<file path="src/rtl/lab2_dg_display_scan.sv">
// Scans NUM_DIGITS common-anode digits through one shared seven-segment decoder.
// Each digit step is a blanking interval (all anodes off), then a refresh interval.
module lab2_dg_display_scan #(
  parameter int NUM_DIGITS     = 2,
  parameter int REFRESH_CYCLES = 50000,
  parameter int BLANK_CYCLES   = 500
) (
  input  logic                          clk,
  input  logic                          reset,
  input  logic                          enable,
  input  logic [4*NUM_DIGITS-1:0]       digits_in,
  output logic [3:0]                    mux_out,
  output logic [NUM_DIGITS-1:0]         an_n,
  output logic [$clog2(NUM_DIGITS)-1:0] digit_idx,
  output logic                          frame_done
);

  localparam int MAX_CYCLES = (REFRESH_CYCLES > BLANK_CYCLES) ? REFRESH_CYCLES : BLANK_CYCLES;
  localparam int CW = $clog2(MAX_CYCLES) + 1;
  localparam int IW = $clog2(NUM_DIGITS);

  typedef enum logic {ST_BLANK = 1'b0, ST_DRIVE = 1'b1} state_t;

  state_t                state_reg, state_next;
  logic [CW-1:0]         cnt_reg, cnt_next;
  logic [IW-1:0]         idx_reg, idx_next;
  logic [3:0]            mux_reg, mux_next;
  logic [NUM_DIGITS-1:0] an_reg, an_next;
  logic                  frame_reg, frame_next;

  logic [3:0]            nibble [NUM_DIGITS];
  logic [NUM_DIGITS-1:0] an_sel;

  // Per-digit nibble view and one-hot decode of the selected digit.
  genvar gi;
  generate
    for (gi = 0; gi < NUM_DIGITS; gi++) begin : g_digit
      assign nibble[gi] = digits_in[4*gi +: 4];
      assign an_sel[gi] = (idx_reg == IW'(gi));
    end
  endgenerate

  always_ff @(posedge clk) begin
    if (!reset) begin
      state_reg <= ST_BLANK;
      cnt_reg   <= '0;
      idx_reg   <= '0;
      mux_reg   <= '0;
      an_reg    <= '1;
      frame_reg <= 1'b0;
    end else begin
      state_reg <= state_next;
      cnt_reg   <= cnt_next;
      idx_reg   <= idx_next;
      mux_reg   <= mux_next;
      an_reg    <= an_next;
      frame_reg <= frame_next;
    end
  end

  always_comb begin
    state_next = state_reg;
    cnt_next   = cnt_reg;
    idx_next   = idx_reg;
    mux_next   = mux_reg;
    an_next    = an_reg;
    frame_next = 1'b0;

    if (!enable) begin
      // Pausing restarts the current digit's step; index and nibble are kept.
      state_next = ST_BLANK;
      cnt_next   = '0;
      an_next    = '1;
    end else begin
      case (state_reg)
        ST_BLANK: begin
          an_next  = '1;
          cnt_next = cnt_reg + CW'(1);
          if (cnt_reg == '0) begin
            mux_next = nibble[idx_reg];
          end
          if (cnt_reg == CW'(BLANK_CYCLES - 1)) begin
            state_next = ST_DRIVE;
            cnt_next   = '0;
            an_next    = ~an_sel;
          end
        end
        ST_DRIVE: begin
          cnt_next = cnt_reg + CW'(1);
          if (cnt_reg == CW'(REFRESH_CYCLES - 1)) begin
            state_next = ST_BLANK;
            cnt_next   = '0;
            an_next    = '1;
            if (idx_reg == IW'(NUM_DIGITS - 1)) begin
              idx_next   = '0;
              frame_next = 1'b1;
            end else begin
              idx_next = idx_reg + IW'(1);
            end
          end
        end
        default: begin
          state_next = ST_BLANK;
          cnt_next   = '0;
          an_next    = '1;
        end
      endcase
    end
  end

  assign mux_out    = mux_reg;
  assign an_n       = an_reg;
  assign digit_idx  = idx_reg;
  assign frame_done = frame_reg;

endmodule
</file>
<file path="config.mk">
export PLATFORM = sky130hd
export DESIGN_NAME = lab2_dg_display_scan
export DESIGN_NICKNAME = d
export VERILOG_FILES = /design/src/rtl/lab2_dg_display_scan.sv
export SDC_FILE = /design/constraint.sdc
export NUM_CORES = 1
export LEC_CHECK = 0
export BUFFER_PORTS_ARGS = -buffer_cell sky130_fd_sc_hd__buf_2
export CORE_AREA = 2 2 56 58
export DETAILED_ROUTE_END_ITERATION = 10
export DIE_AREA = 0 0 58 60
export PLACE_DENSITY = 0.79
export SLEW_MARGIN = 20
export SYNTH_ARGS = -nofsm -noshare
export SYNTH_HDL_FRONTEND = slang
export SYNTH_SLANG_ARGS = --single-unit
</file>
<file path="constraint.sdc">
create_clock -name clk -period 1.9 [get_ports clk]
set_input_delay 0.19 -clock clk [delete_from_list [all_inputs] [get_ports clk]]
set_output_delay 0.19 -clock clk [all_outputs]
set_load 0.02 [all_outputs]
</file>
==> results.cfg, run 1 <==
[run_status]
status = complete, no violations

[placement]
port_buffers = 18
place.gp.congestion = 0.873
dp.cells = 190
hpwlAfterDp_um = 2190

[synth]
yosysWarnings = 0
synthesis.area_um2 = 1260
synth-edff-count = 0
async_reset_ff_frac = 0
ys_seq_elements = 26
synth_nets = 149
syn_inst = 136
yosysUniqueCellTypes = 35
syn_avg_cell_area_um2 = 9.28
ys_dominant_reg_cell = dfxtp_1
synth-seq-area-share = 0.412

[critical_path]
timing.rr.start = cnt_reg[7]$_SDFF_PN0_
cp.arrival_ns = 2.04
reg2reg_depth = 5
cp_slowest_cell = or4_4
path_buf_inv = 1
crit_chain = or4_4 > or2_4 > o311ai_4 > buf_12 > nor3_1
critPathMaxStageDelay_ns = 0.51
r2r-end = cnt_reg[5]$_SDFF_PN0_
critPathLaunchType = register
cp.depth = 5
crit_required_ns = 2.10
worst_setup_path_end_kind = register
crit_type = reg -> reg
r2r_setup_slack_ns = 0.06
crit_fanout = 16
cpLargestDelayFamily = simple AND/OR/NAND/NOR gates

[timing]
fin_crit_ns = 1.84
max_slew.worst_pin.slew_ns = 0.384
slew_headroom = 0.741
fmax_ghz = 0.543
finalHoldViolations = 0
rsz0062_at_grt = no
setup_tns_ns = 0
drv_slew = 0
hold_slack_ns = 0.208
final-setup-viol-count = 0
skew_ns = 0.00569
period_share = 0.968

[finish]
fin_cells = 193
area_delta_synth_final_pct = 17.6
final_core_util = 0.512
largest_register_ffs = 17
nets = 175
layout-drive-gt1-share = 0.281
antennaDiodeCount = 0

[cts]
htreeDepth = 1
cts_tree = done
cts_hold_buf = 0
clock_latency_ns = 0.31
cts_buffer_depth = 2
cts_root_buf = clkbuf_4
cts.clk_slew.worst_paths_ns = 0.13
clock_sinks = 26
numCtsBuffers = 3

[worst_hold_path]
hold_path_startpoint = reset
hold-path-endpoint = frame_done$_SDFF_PN0_
hp-class = in -> reg
min_path_cells = 3

[grt]
grt_pass1_vias = 1106
grt_usage = 0.178
grt_max_degree = 17
antenna_found_initial = 0
overflow = 0
grt_first_pass_wirelength_um = 4820

[pwr]
powerDensity_nw_per_um2 = 576
vdd_drop_max_mv = 0.546
p_leak_nw = 0.534
total_power_w = 0.000855

[drt]
firstDrtPassIters = 4
drt_iter0_markers = 57
num_vias = 1142
viasPerCell = 5.92
drt-total-wl_um = 2970
routedWlPerCell_um = 15.4
drc = 0
antenna_left = 0

[floorplan]
rows = 20
dieHeight_um = 60
die_w_um = 58
start_util = 0.435
io_pins = 19
die_area_um2 = 3480
coreArea_um2 = 2900

[flow_run]
drv_cap = 0
routing by layer:
layer | wire length [um] | vias to the layer above | global-route usage
met3 | 224 | 16 | 0.0519
met5 | 0 | - | 0
met4 | 104 | 0 | 0.0631
li1 | - | 548 | -
met1 | 1250 | 524 | 0.203
met2 | 1380 | 54 | 0.315
cell usage in the layout, fill, tap and decap left out, drive strengths merged, types with 3 or more instances in the layout:
cell and count:
nand4 8, nor4 4, xnor2 7, buf 27
a311oi 4, inv 5, and4 6, or4 4
nand2 5, dfxtp 26, mux2i 4, nor2 13
nand3 6, a21oi 6, nor3 8, clkbuf 3
xor2 8
timing repair:
| item | in CTS | in global routing |
|---|---|---|
| setup buffers | 0 | 0 |
| gates cloned | 0 | 0 |
| setup endpoints to repair | 1 | 4 |
| pin swaps | 0 | 3 |
| gates resized for setup | 1 | 6 |
worst max path at each step:
stage                                 from                endpoint  slack, ns
finish               cnt_reg[7]$_SDFF_PN0_   cnt_reg[5]$_SDFF_PN0_       0.06
CTS                 cnt_reg[12]$_SDFF_PN0_  digit_idx$_SDFFE_PN0P_     0.0003
detailed placement   cnt_reg[7]$_SDFF_PN0_  digit_idx$_SDFFE_PN0P_       0.04
global placement     cnt_reg[7]$_SDFF_PN0_  digit_idx$_SDFFE_PN0P_       0.09
floorplan           cnt_reg[12]$_SDFF_PN0_   cnt_reg[1]$_SDFF_PN0_       0.03
global route        cnt_reg[11]$_SDFF_PN0_   cnt_reg[7]$_SDFF_PN0_      0.008
synthesized netlist by cell type, types with 5 or more instances:
| cell type | count | area share |
|---|---|---|
| nand2_1 | 5 | 0.015 |
| nor2_1 | 13 | 0.039 |
| xnor2_1 | 7 | 0.049 |
| inv_1 | 5 | 0.015 |
| dfxtp_1 | 26 | 0.41 |
| nand3_1 | 6 | 0.024 |
| nor3_1 | 8 | 0.032 |
| nand4_1 | 8 | 0.040 |
| xor2_1 | 8 | 0.056 |
| a21oi_1 | 6 | 0.024 |
worst min-delay path, stage by stage:
cell     delay, ns
buf_2         0.13
nand3_1       0.11
nor4_1        0.06
through the flow:
step	setup WS (ns)	instance area (um2)
after floorplan	0.0317	1260
after global placement	0.0910	1440
after detailed placement	0.0433	1440
after CTS	0.000310	1470
after global routing	0.00845	1490
final	0.0600	1490
cell families after synthesis:
family / count (synthesis) / synth area share
fa+ha+maj: 2 / 0.0198
compound gates: 15 / 0.0981
buf+inv: 11 / 0.0396
simple gates: 63 / 0.294
mux: 4 / 0.0317
flops: 26 / 0.412
xor+xnor: 15 / 0.104
power by group:
part           internal (W)   total, W  switching [W]
combinational     0.0000310  0.0000702      0.0000392
clock             0.0000741   0.000225       0.000151
sequential         0.000554   0.000560     0.00000601
total              0.000659   0.000855       0.000196
area by class of cell:
class | instances | area (um2)
Fill cell | 261 | 1420
Multi-Input combinational cell | 99 | 708
Sequential cell | 26 | 524
Timing Repair Buffer | 27 | 170
Tap cell | 33 | 41.3
Clock buffer | 3 | 22.5
Inverter | 5 | 18.8
No activity file was read; power rests on OpenSTA's default activity.
==> run 2, diff against run 1 <==
--- a/config.mk
+++ b/config.mk
@@ -9,7 +9,7 @@
 export CORE_AREA = 2 2 56 58
 export DETAILED_ROUTE_END_ITERATION = 10
 export DIE_AREA = 0 0 58 60
-export PLACE_DENSITY = 0.79
+export PLACE_DENSITY = 0.76
 export SLEW_MARGIN = 20
 export SYNTH_ARGS = -nofsm -noshare
 export SYNTH_HDL_FRONTEND = slang
==> constraint.sdc (replaced) <==
create_clock -name clk -period 1.7 [get_ports clk]
set_input_delay 0.17 -clock clk [delete_from_list [all_inputs] [get_ports clk]]
set_output_delay 0.17 -clock clk [all_outputs]
set_load 0.02 [all_outputs]
==> results.cfg, run 2 (synthesis results as in run 1) <==
[run_status]
status = finished, violations left
violations = setup timing

[drt]
drc = 0
drt-total-wl_um = 2850
num_vias = 1168
routedWlPerCell_um = 14.1
drt_iter0_markers = 58
antenna_left = 0
firstDrtPassIters = 4
viasPerCell = 5.78

[grt]
grt_usage = 0.174
grt_pass1_vias = 1069
grt_first_pass_wirelength_um = 4620
grt_max_degree = 14
overflow = 0
antenna_found_initial = 0

[cts]
cts_tree = done
htreeDepth = 1
cts_hold_buf = 0
cts_buffer_depth = 2
cts.clk_slew.worst_paths_ns = 0.13
clock_latency_ns = 0.33
numCtsBuffers = 3
clock_sinks = 26
cts_root_buf = clkbuf_4

[placement]
port_buffers = 18
place.gp.congestion = 0.870
placed_area_um2 = 1490
dp_worst_setup_slack_ns = -0.0623
dp.cells = 197
hpwlAfterDp_um = 2110

[floorplan]
rows = 20
start_util = 0.435
dieHeight_um = 60
coreArea_um2 = 2900
die_area_um2 = 3480
io_pins = 19
die_w_um = 58

[pwr]
vdd_drop_max_mv = 0.377
p_clk_frac = 0.269
combPwrFrac = 0.083
p_leak_nw = 0.573
powerDensity_nw_per_um2 = 623
intPower_w = 0.000740
switching_power_w = 0.000226
power_frac_seq = 0.648
switching_share = 0.234

[critical_path]
crit_fanout = 5
r2r-end = digit_idx$_SDFFE_PN0P_
critPathLaunchType = register
cp.arrival_ns = 2.07
crit_required_ns = 1.97
timing.rr.start = cnt_reg[16]$_SDFF_PN0_
crit_type = reg -> reg
worst_setup_path_end_kind = register
r2r_setup_slack_ns = -0.10
reg2reg_depth = 4

[timing]
skew_ns = 0.00555
rsz0062_at_grt = yes
setup_tns_ns = -1.49
final-setup-viol-count = 17
max_slew.worst_pin.slew_ns = 0.422
period_share = 1.06
hold_slack_ns = 0.172
drv_slew = 0
layout_setup_ws_ns = -0.101
fin_crit_ns = 1.80
finalHoldViolations = 0
slew_headroom = 0.716
fmax_ghz = 0.555

[worst_hold_path]
hp-class = in -> reg
hold-path-endpoint = frame_done$_SDFF_PN0_
hold_path_startpoint = reset
min_path_cells = 3

[finish]
layout-drive-gt1-share = 0.325
fin_cells = 202
final_common_cell = dfxtp_1
area_delta_synth_final_pct = 22.8
final_cell_mix = 24 x dfxtp_1, 18 x buf_2, 16 x buf_4, 11 x nor2_1
nets = 184
fin_area_um2 = 1550
largest_register_ffs = 17
antennaDiodeCount = 0

[flow_run]
drv_cap = 0
==> run 2: critical path, cell delays in order, from the launching register on <==
cell and delay, ns:
dfxtp_2 0.35, or4_4 0.54, or2_4 0.29, or4_1 0.41, a21oi_1 0.14
==> run 2: area by class of cell <==
type	instances	area, um2
Fill cell	263	1350
Clock buffer	3	22.5
Multi-Input combinational cell	99	712
Timing Repair Buffer	36	233
Inverter	5	18.8
Sequential cell	26	523
Tap cell	33	41.3
==> run 2: per-layer routing <==
metal,global-route usage,wire (um),vias up
met5,0,0,-
met4,0.0731,42,0
met3,0.0390,180,7
met1,0.212,1260,547
met2,0.297,1370,42
li1,-,-,572
==> run 2: what timing repair did <==
action                     4_1_cts  5_1_grt
setup buffers                    2        0
setup endpoints to repair       20       22
resized for setup                6        4
hold endpoints to repair         0        0
pin swaps                        3        1
==> run 2: through the flow <==
stage	utilization	total power (W)
after floorplan	-	0.000684
after global placement	0.513	0.000714
after detailed placement	0.513	0.000717
after CTS	0.530	0.000964
after global routing	0.534	0.00101
final	0.534	0.000966
==> run 2: how the worst max path moves through the flow <==
| stage | end | depth (start not counted) | from |
|---|---|---|---|
| floorplan | cnt_reg[1]$_SDFF_PN0_ | 5 | cnt_reg[16]$_SDFF_PN0_ |
| global placement | an_n[0]$_SDFFE_PN1P_ | 4 | cnt_reg[12]$_SDFF_PN0_ |
| detailed placement | digit_idx$_SDFFE_PN0P_ | 4 | cnt_reg[16]$_SDFF_PN0_ |
| CTS | digit_idx$_SDFFE_PN0P_ | 4 | cnt_reg[16]$_SDFF_PN0_ |
| global route | cnt_reg[15]$_SDFF_PN0_ | 5 | cnt_reg[16]$_SDFF_PN0_ |
| finish | digit_idx$_SDFFE_PN0P_ | 4 | cnt_reg[16]$_SDFF_PN0_ |
==> run 2: power by group through the flow <==
stage	Combinational, W	Sequential [W]	Clock [W]
CTS	0.0000775	0.000626	0.000261
finish	0.0000801	0.000626	0.000260
floorplan	0.0000349	0.000649	0
detailed placement	0.0000773	0.000640	0
global placement	0.0000748	0.000639	0
global route	0.0000876	0.000628	0.000292
